==> config.mk <==
export PLATFORM = sky130hd
export DESIGN_NAME = gerador_varredura_display
export DESIGN_NICKNAME = d
export VERILOG_FILES = /design/src/rtl/gerador_varredura_display.sv
export SDC_FILE = /design/constraint.sdc
export NUM_CORES = 1
export LEC_CHECK = 0
export ABC_CLOCK_PERIOD_IN_PS = 5100
export CELL_PAD_IN_SITES_DETAIL_PLACEMENT = 0
export CELL_PAD_IN_SITES_GLOBAL_PLACEMENT = 1
export CORE_UTILIZATION = 40
export CTS_CLUSTER_DIAMETER = 40
export DETAILED_ROUTE_END_ITERATION = 8
export PLACE_DENSITY_LB_ADDON = 0.1
export SLEW_MARGIN = 25
export SYNTH_ARGS = -nofsm -noshare
export SYNTH_HDL_FRONTEND = slang
export SYNTH_SLANG_ARGS = --single-unit
==> constraint.sdc <==
create_clock -name clock -period 5.1 [get_ports clock]
set_input_delay 0.51 -clock clock [delete_from_list [all_inputs] [get_ports clock]]
set_output_delay 0.51 -clock clock [all_outputs]
set_load 0.02 [all_outputs]
==> src/rtl/gerador_varredura_display.sv <==
// Scan timing source for the 4-digit multiplexed 7-segment scoreboard.
// Divides the board clock into a 2-bit digit-scan count and a
// scoreboard/timer alternation flag.
// forcar_placar restarts a full scoreboard window at the next scan-cycle boundary.
// There is no handshake on this block. forcar_placar is a plain synchronous
// request level that is sampled on every rising edge, and the outputs are
// free-running registered levels.
module gerador_varredura_display #(
    parameter int DIV_SCAN   = 208333,
    parameter int MODE_STEPS = 480
) (
    input  logic clock,
    input  logic reset,
    input  logic forcar_placar,
    output logic clock120hz,
    output logic clock60hz,
    output logic clock2segs,
    output logic tick_varredura
);

    localparam int DW = (DIV_SCAN > 1) ? $clog2(DIV_SCAN) : 1;
    localparam int SW = (MODE_STEPS > 1) ? $clog2(MODE_STEPS) : 1;
    localparam logic [DW-1:0] DIV_LAST  = DW'(DIV_SCAN - 1);
    localparam logic [SW-1:0] STEP_LAST = SW'(MODE_STEPS - 1);

    logic [DW-1:0] div_cnt;
    logic [1:0]    scan;
    logic [SW-1:0] step_cnt;
    logic          pend;
    logic          mode;
    logic          tick_q;

    logic          step;
    logic          aplica;

    // A scan step fires on the last cycle of each divider period. The pending
    // scoreboard request is applied only as scan wraps 11->00, so a mode change
    // never lands in the middle of a digit scan.
    always_comb begin
        step   = (div_cnt == DIV_LAST);
        aplica = step && (scan == 2'b11) && pend;
    end

    // Divider, scan count, mode window and pending-request latch
    always_ff @(posedge clock) begin
        if (reset) begin
            div_cnt  <= '0;
            scan     <= 2'b00;
            step_cnt <= '0;
            pend     <= 1'b0;
            mode     <= 1'b0;
            tick_q   <= 1'b0;
        end else begin
            tick_q <= step;
            pend   <= forcar_placar | (pend & ~aplica);
            if (step) begin
                div_cnt <= '0;
                scan    <= scan + 2'd1;
                if (aplica) begin
                    // A forced restart wins over a natural wrap on the same step
                    step_cnt <= '0;
                    mode     <= 1'b0;
                end else if (step_cnt == STEP_LAST) begin
                    step_cnt <= '0;
                    mode     <= ~mode;
                end else begin
                    step_cnt <= step_cnt + SW'(1);
                end
            end else begin
                div_cnt <= div_cnt + DW'(1);
            end
        end
    end

    // Outputs are plain register taps. They cannot glitch between steps.
    always_comb begin
        clock120hz     = scan[0];
        clock60hz      = scan[1];
        clock2segs     = mode;
        tick_varredura = tick_q;
    end

endmodule
==> qor.yml, run 1 <==
clock_tree:
  root_buffer: "clkbuf_8"
  hold_buffers: 0
  ctsResizeCount: 0
  cts_buffers: 5
  htreeDepth: 2
  clockBufferDepth: 2
  cts_tree: "yes"
  cts_num_sinks: 32
  cts.clk_slew.worst_paths_ns: 0.06
  cts_setup_buffers: 0
  clk-insertion-delay-late_ns: 0.28
power_and_ir_drop:
  switching_share_pct: 21.66
  ir_drop_mv: 0.1230
  power.switching_mw: 0.1015
  combPwrFrac_pct: 2.8
  p_leak_nw: 0.6615
  p_clk_share_pct: 42.7
  internal_power_mw: 0.3671
  seq_power_share_pct: 54.5
  totalPowerFinal_mw: 0.4685
  powerDensity_nw_per_um2: 259.1
yosys:
  synth_fa_ha_area_share_pct: 3.067
  ys.flop_type: "dfxtp_1"
  syn-cell-area_um2: 1632
  yosys_warnings: 0
  ys_async_sr_fraction_pct: 0
  ys_seq_elements: 32
  post_synth_num_cell_types: 44
  syn_avg_cell_area_um2: 8.542
  synth_cells: 191
  yosysSeqAreaShare_pct: 39.26
  syn_nets: 198
  yosys.area_share.simple_pct: 28.45
  synth_compound_area_share_pct: 17.56
  synth_edf_count: 0
  synth_mux_area_share_pct: 0
  synth_xor_area_share_pct: 5.905
  synth_top_family_by_area: "simple AND/OR/NAND/NOR gates"
placed_design:
  portBuffers: 6
  gp_congestion: 0.7934
  place_hpwl_mm: 2.503
  placedCellCount: 237
critical_path:
  worst_path_dominant_cell_family: "simple AND/OR/NAND/NOR gates"
  critPathKind: "reg -> reg"
  max_stage_delay_ns: 0.67
  arrival_ns: 2.32
  crit_path_start_kind: "flip-flop"
  slowest_stage: "o21ai_2"
  crit_buf_inv: 0
  worstPathMaxFanout: 18
  path_cells: "nor4b_1, nand3_2, o21ai_2, nor2_1"
  worst-endpoint-required_ns: 5.24
  crit_path_end_kind: "flip-flop"
finish:
  finish.utilization_pct: 47.60
  fin_nets: 203
  antennaDiodeCount: 0
  drive_gt1_share_pct: 8.122
  fin_cells: 245
  syn_to_final_growth_pct: 10.81
floorplanning:
  core_um2: 3799
  die_x_um: 65.87
  rows: 22
  ioPinCount: 7
  die_y_um: 65.87
  die_area_um2: 4338
  start_util_pct: 42.95
route:
  drt_pass1_iterations: 6
  drc: 0
  wire_per_inst_um: 14.40
  postRouteWirelength_mm: 3.529
  vias: 1403
  vias_per_cell: 5.727
  detail-route-antenna-nets: 0
  drt_first_iter_violations: 101
sta:
  slew_violations: 0
  grt_setup_unrepaired: "no"
  setup_tns_ns: 0
  max_slew_margin_pct: 50.40
  fin_crit_sh_pct: 42.77
  period_needed_ns: 2.181
  setup_viol: 0
  tightest_slew_ns: 0.7439
  hold_viol: 0
  finClkSkew_ns: 0.004047
  fmax_mhz: 458.5
grt:
  grt_max_degree: 19
  grt_use_total_pct: 18.73
  antenna_found_initial: 0
  grt_pass1_vias: 1383
  grt_overflow: 0
  grt_pass1_wl_mm: 6.099
worst_hold_path:
  hp-class: "reg -> reg"
run:
  cap_violations: 0
outcome:
  status: "completed"
==> power groups by stage <==
stage	combinational, mW	sequential [mW]	clock, mW
floorplan	0.00979	0.260	0
global placement	0.0134	0.261	0
detailed placement	0.0135	0.261	0
CTS	0.0136	0.255	0.207
global route	0.0158	0.256	0.218
finish	0.0133	0.255	0.200
==> state kept, by name (all words and copies together), names as in the netlist <==
name	cells
step_cnt	9
scan	2
tick_varredura	1
div_cnt	18
clock2segs	1
pend	1
==> per-layer routing <==
layer	track usage, %	up-vias	wire length, µm
met2	33.55	17	1747
met3	5.690	8	96
met4	7.065	0	61
met1	20.43	663	1623
met5	0	-	0
li1	-	715	-
==> Yosys cell counts, drive strengths merged (3+ instances only) <==
cell type / count / area share [%]
xnor2: 5 / 2.7
ha: 4 / 3.1
dfxtp: 32 / 39
nor3: 6 / 1.8
o32ai: 3 / 1.6
clkbuf: 5 / 1.2
nand3: 12 / 4.3
o21ai: 8 / 2.7
a21oi: 11 / 3.6
o31ai: 4 / 1.8
nand4: 9 / 3.5
buf: 4 / 1.8
and3: 6 / 2.3
nor2: 19 / 4.4
or3: 4 / 1.7
xor2: 6 / 3.2
a311oi: 3 / 1.6
and4: 3 / 1.7
or4: 5 / 2.5
nand2: 10 / 2.3
inv: 12 / 2.8
o211a: 3 / 1.8
==> final cells by class <==
cell class              count  area (µm²)
flip-flops and latches     32       640.6
clock buffers               8       90.09
multi-input cells         138       904.6
fillers                   369        1991
repair buffers              7       67.56
well taps                  48       60.06
inverters                  12       45.04
==> worst paths after layout <==
kind	from	end	slack (ns)	cells past startpoint
worst max-delay path	div_cnt[5]	div_cnt[3]	2.92	4
worst min-delay path	div_cnt[0]	div_cnt[0]	0.47	1
worst max register to register	div_cnt[5]	div_cnt[3]	2.92	4
worst min register to register	div_cnt[0]	div_cnt[0]	0.47	1
==> stage by stage <==
stage | setup WS, ns | hold slack [ns] | cell area, µm²
2_1_floorplan | 3.120 | 0.4407 | 1632
3_3_place_gp | 2.767 | 0.4557 | 1710
3_5_place_dp | 2.746 | 0.4731 | 1718
4_1_cts | 2.857 | 0.4858 | 1808
5_1_grt | 2.563 | 0.5096 | 1808
6_report | 2.919 | 0.4744 | 1808
==> placed cells by master, fill, tap and decap left out, types with 3 or more instances in the layout <==
cell | netlist | layout
a21oi_1 | 10 | 10
a311oi_1 | 3 | 3
and3_1 | 6 | 6
clkbuf_8 | 0 | 6
clkdlybuf4s50_1 | 0 | 6
dfxtp_1 | 32 | 32
ha_1 | 4 | 4
inv_1 | 12 | 12
nand2_1 | 10 | 10
nand3_1 | 10 | 10
nand4_1 | 9 | 9
nor2_1 | 19 | 19
nor3_1 | 6 | 6
o211a_1 | 3 | 3
o21ai_0 | 7 | 7
o31ai_1 | 4 | 4
o32ai_1 | 3 | 3
or4_1 | 4 | 4
xnor2_1 | 5 | 5
xor2_1 | 6 | 6
==> kinds of logic after synthesis <==
kind of cell	Yosys count
compound gates	40
xor+xnor	11
fa+ha+maj	4
buf+inv	21
flops	32
simple gates	83
Power figures use the tool's default switching activity.
==> run 2, diff against run 1 <==
- ABC_CLOCK_PERIOD_IN_PS: 5100 -> 1900
- clock period: 5.1 -> 1.9 ns (I/O delays scaled with it)
==> qor.yml, run 2 (synthesis gave the netlist of run 1 again) <==
grt:
  grt_max_degree: 19
  grt_use_total_pct: 19.93
  antenna_found_initial: 0
  grt_overflow: 0
  grt_pass1_wl_mm: 6.492
  grt_pass1_vias: 1363
sta:
  hold_viol: 0
  max_slew_margin_pct: 71.86
  slew_violations: 0
  period_needed_ns: 1.798
  tightest_slew_ns: 0.4183
  setup_viol: 0
  finClkSkew_ns: 0.01011
  setup_ws_ns: 0.1020
  fmax_mhz: 556.2
  fin_crit_sh_pct: 94.63
  grt_setup_unrepaired: "no"
  setup_tns_ns: 0
outcome:
  status: "completed"
power_and_ir_drop:
  totalPowerFinal_mw: 1.293
  ir_drop_mv: 0.3963
  p_leak_nw: 0.7536
  powerDensity_nw_per_um2: 664.3
critical_path:
  r2r_cells: 4
  critPathKind: "reg -> reg"
  path_cells: "nand3_2, or4_4, or4_4, a21oi_2"
  arrival_ns: 2.02
  crit_path_end_kind: "flip-flop"
  ff2ff_setup_slack_ns: 0.10
  cpMostUsedCell: "or4_4"
  rr_endpoint: "div_cnt[17]"
  crit_start: "div_cnt[4]"
  worstPathMaxFanout: 8
  regToRegStartpoint: "div_cnt[4]"
  max_stage_delay_ns: 0.58
  worst_path_dominant_cell_family: "simple AND/OR/NAND/NOR gates"
  worst-endpoint-required_ns: 2.12
  crit_path_start_kind: "flip-flop"
  crit_buf_inv: 0
  slowest_stage: "or4_4"
route:
  drt_pass1_iterations: 4
  drt_first_iter_violations: 145
  wire_per_inst_um: 14.21
  vias_per_cell: 5.693
  detail-route-antenna-nets: 0
  postRouteWirelength_mm: 3.709
  drc: 0
  vias: 1486
clock_tree:
  root_buffer: "clkbuf_8"
  cts_tree: "yes"
  cts_buffers: 5
  htreeDepth: 2
  cts_num_sinks: 32
  clockBufferDepth: 2
  cts.clk_slew.worst_paths_ns: 0.07
  clk-insertion-delay-late_ns: 0.28
floorplanning:
  start_util_pct: 42.95
  ioPinCount: 7
  die_y_um: 65.87
  rows: 22
  die_x_um: 65.87
  die_area_um2: 4338
  core_um2: 3799
placed_design:
  place_hpwl_mm: 2.751
  gp_congestion: 0.8472
  portBuffers: 6
  pre_cts_slack_ns: 0.02733
finish:
  final_common_cell: "dfxtp_1"
  antennaDiodeCount: 0
  fillers: 361
  drive_gt1_share_pct: 16.90
  top_register: "div_cnt"
  largest_reg_flops: 18
  fin_nets: 220
  regArea_um2: 640.6
  multi_input_area_um2: 909.6
  syn_to_final_growth_pct: 19.33
  final_cell_mix: "dfxtp_1, nor2_1, buf_4"
  reg.largest.list: "div_cnt: 18 flops, step_cnt: 9 flops, scan: 2 flops"
worst_hold_path:
  min_path_cells: 1
  hp-class: "reg -> reg"
  min_from: "div_cnt[0]"
  min_to: "div_cnt[0]"
run:
  cap_violations: 0
==> run 2: final cells by class <==
cell class	count	area share, %
clock buffer	7	4.949
tap	48	3.085
timing repair buffer	24	10.03
sequential	32	32.90
inverter	12	2.314
multi-input combinational	138	46.72
==> run 2: timing repair <==
item / in CTS / in global routing
setup endpoints to repair: 0 / 8
buffers inserted: 0 / 0
hold buffers: 0 / 0
gates resized for setup: 0 / 2
==> run 2: metal layers <==
metal,wire length (µm),track usage (%)
met1,1944,29.18
met2,1492,28.19
met3,227,5.172
met4,44,5.707
met5,0,0
==> run 2: report_power, final <==
| group | switching, mW | internal (mW) | total [mW] |
|---|---|---|---|
| Clock | 0.243 | 0.322 | 0.565 |
| Combinational | 0.0268 | 0.0167 | 0.0434 |
| Sequential | 0.00691 | 0.678 | 0.685 |
| Total | 0.277 | 1.02 | 1.29 |
==> run 2: per-stage QoR <==
stage | area (µm²) | util [%] | cells | hold WS (ns)
detailed placement | 1846 | 48.58 | 254 | 0.4710
global placement | 1846 | 48.58 | 254 | 0.4611
finish | 1947 | 51.25 | 261 | 0.4793
global route | 1947 | 51.25 | 261 | 0.5283
CTS | 1942 | 51.12 | 261 | 0.4856
floorplan | 1639 | - | 191 | 0.3426
==> run 2: how the worst max path moves through the flow <==
stage | endpoint | slack, ns | depth (start not counted)
global route | div_cnt[16] | 0.003 | 5
floorplan | div_cnt[17] | 0.09 | 5
CTS | div_cnt[17] | 0.005 | 4
finish | div_cnt[17] | 0.10 | 4
detailed placement | div_cnt[17] | 0.03 | 4
global placement | div_cnt[17] | 0.09 | 4
==> run 3, diff against run 2 <==
- SKIP_LAST_GASP: unset -> 1
==> results of run 3 <==
Final layout, timing and power as in run 2 (identical DEF).
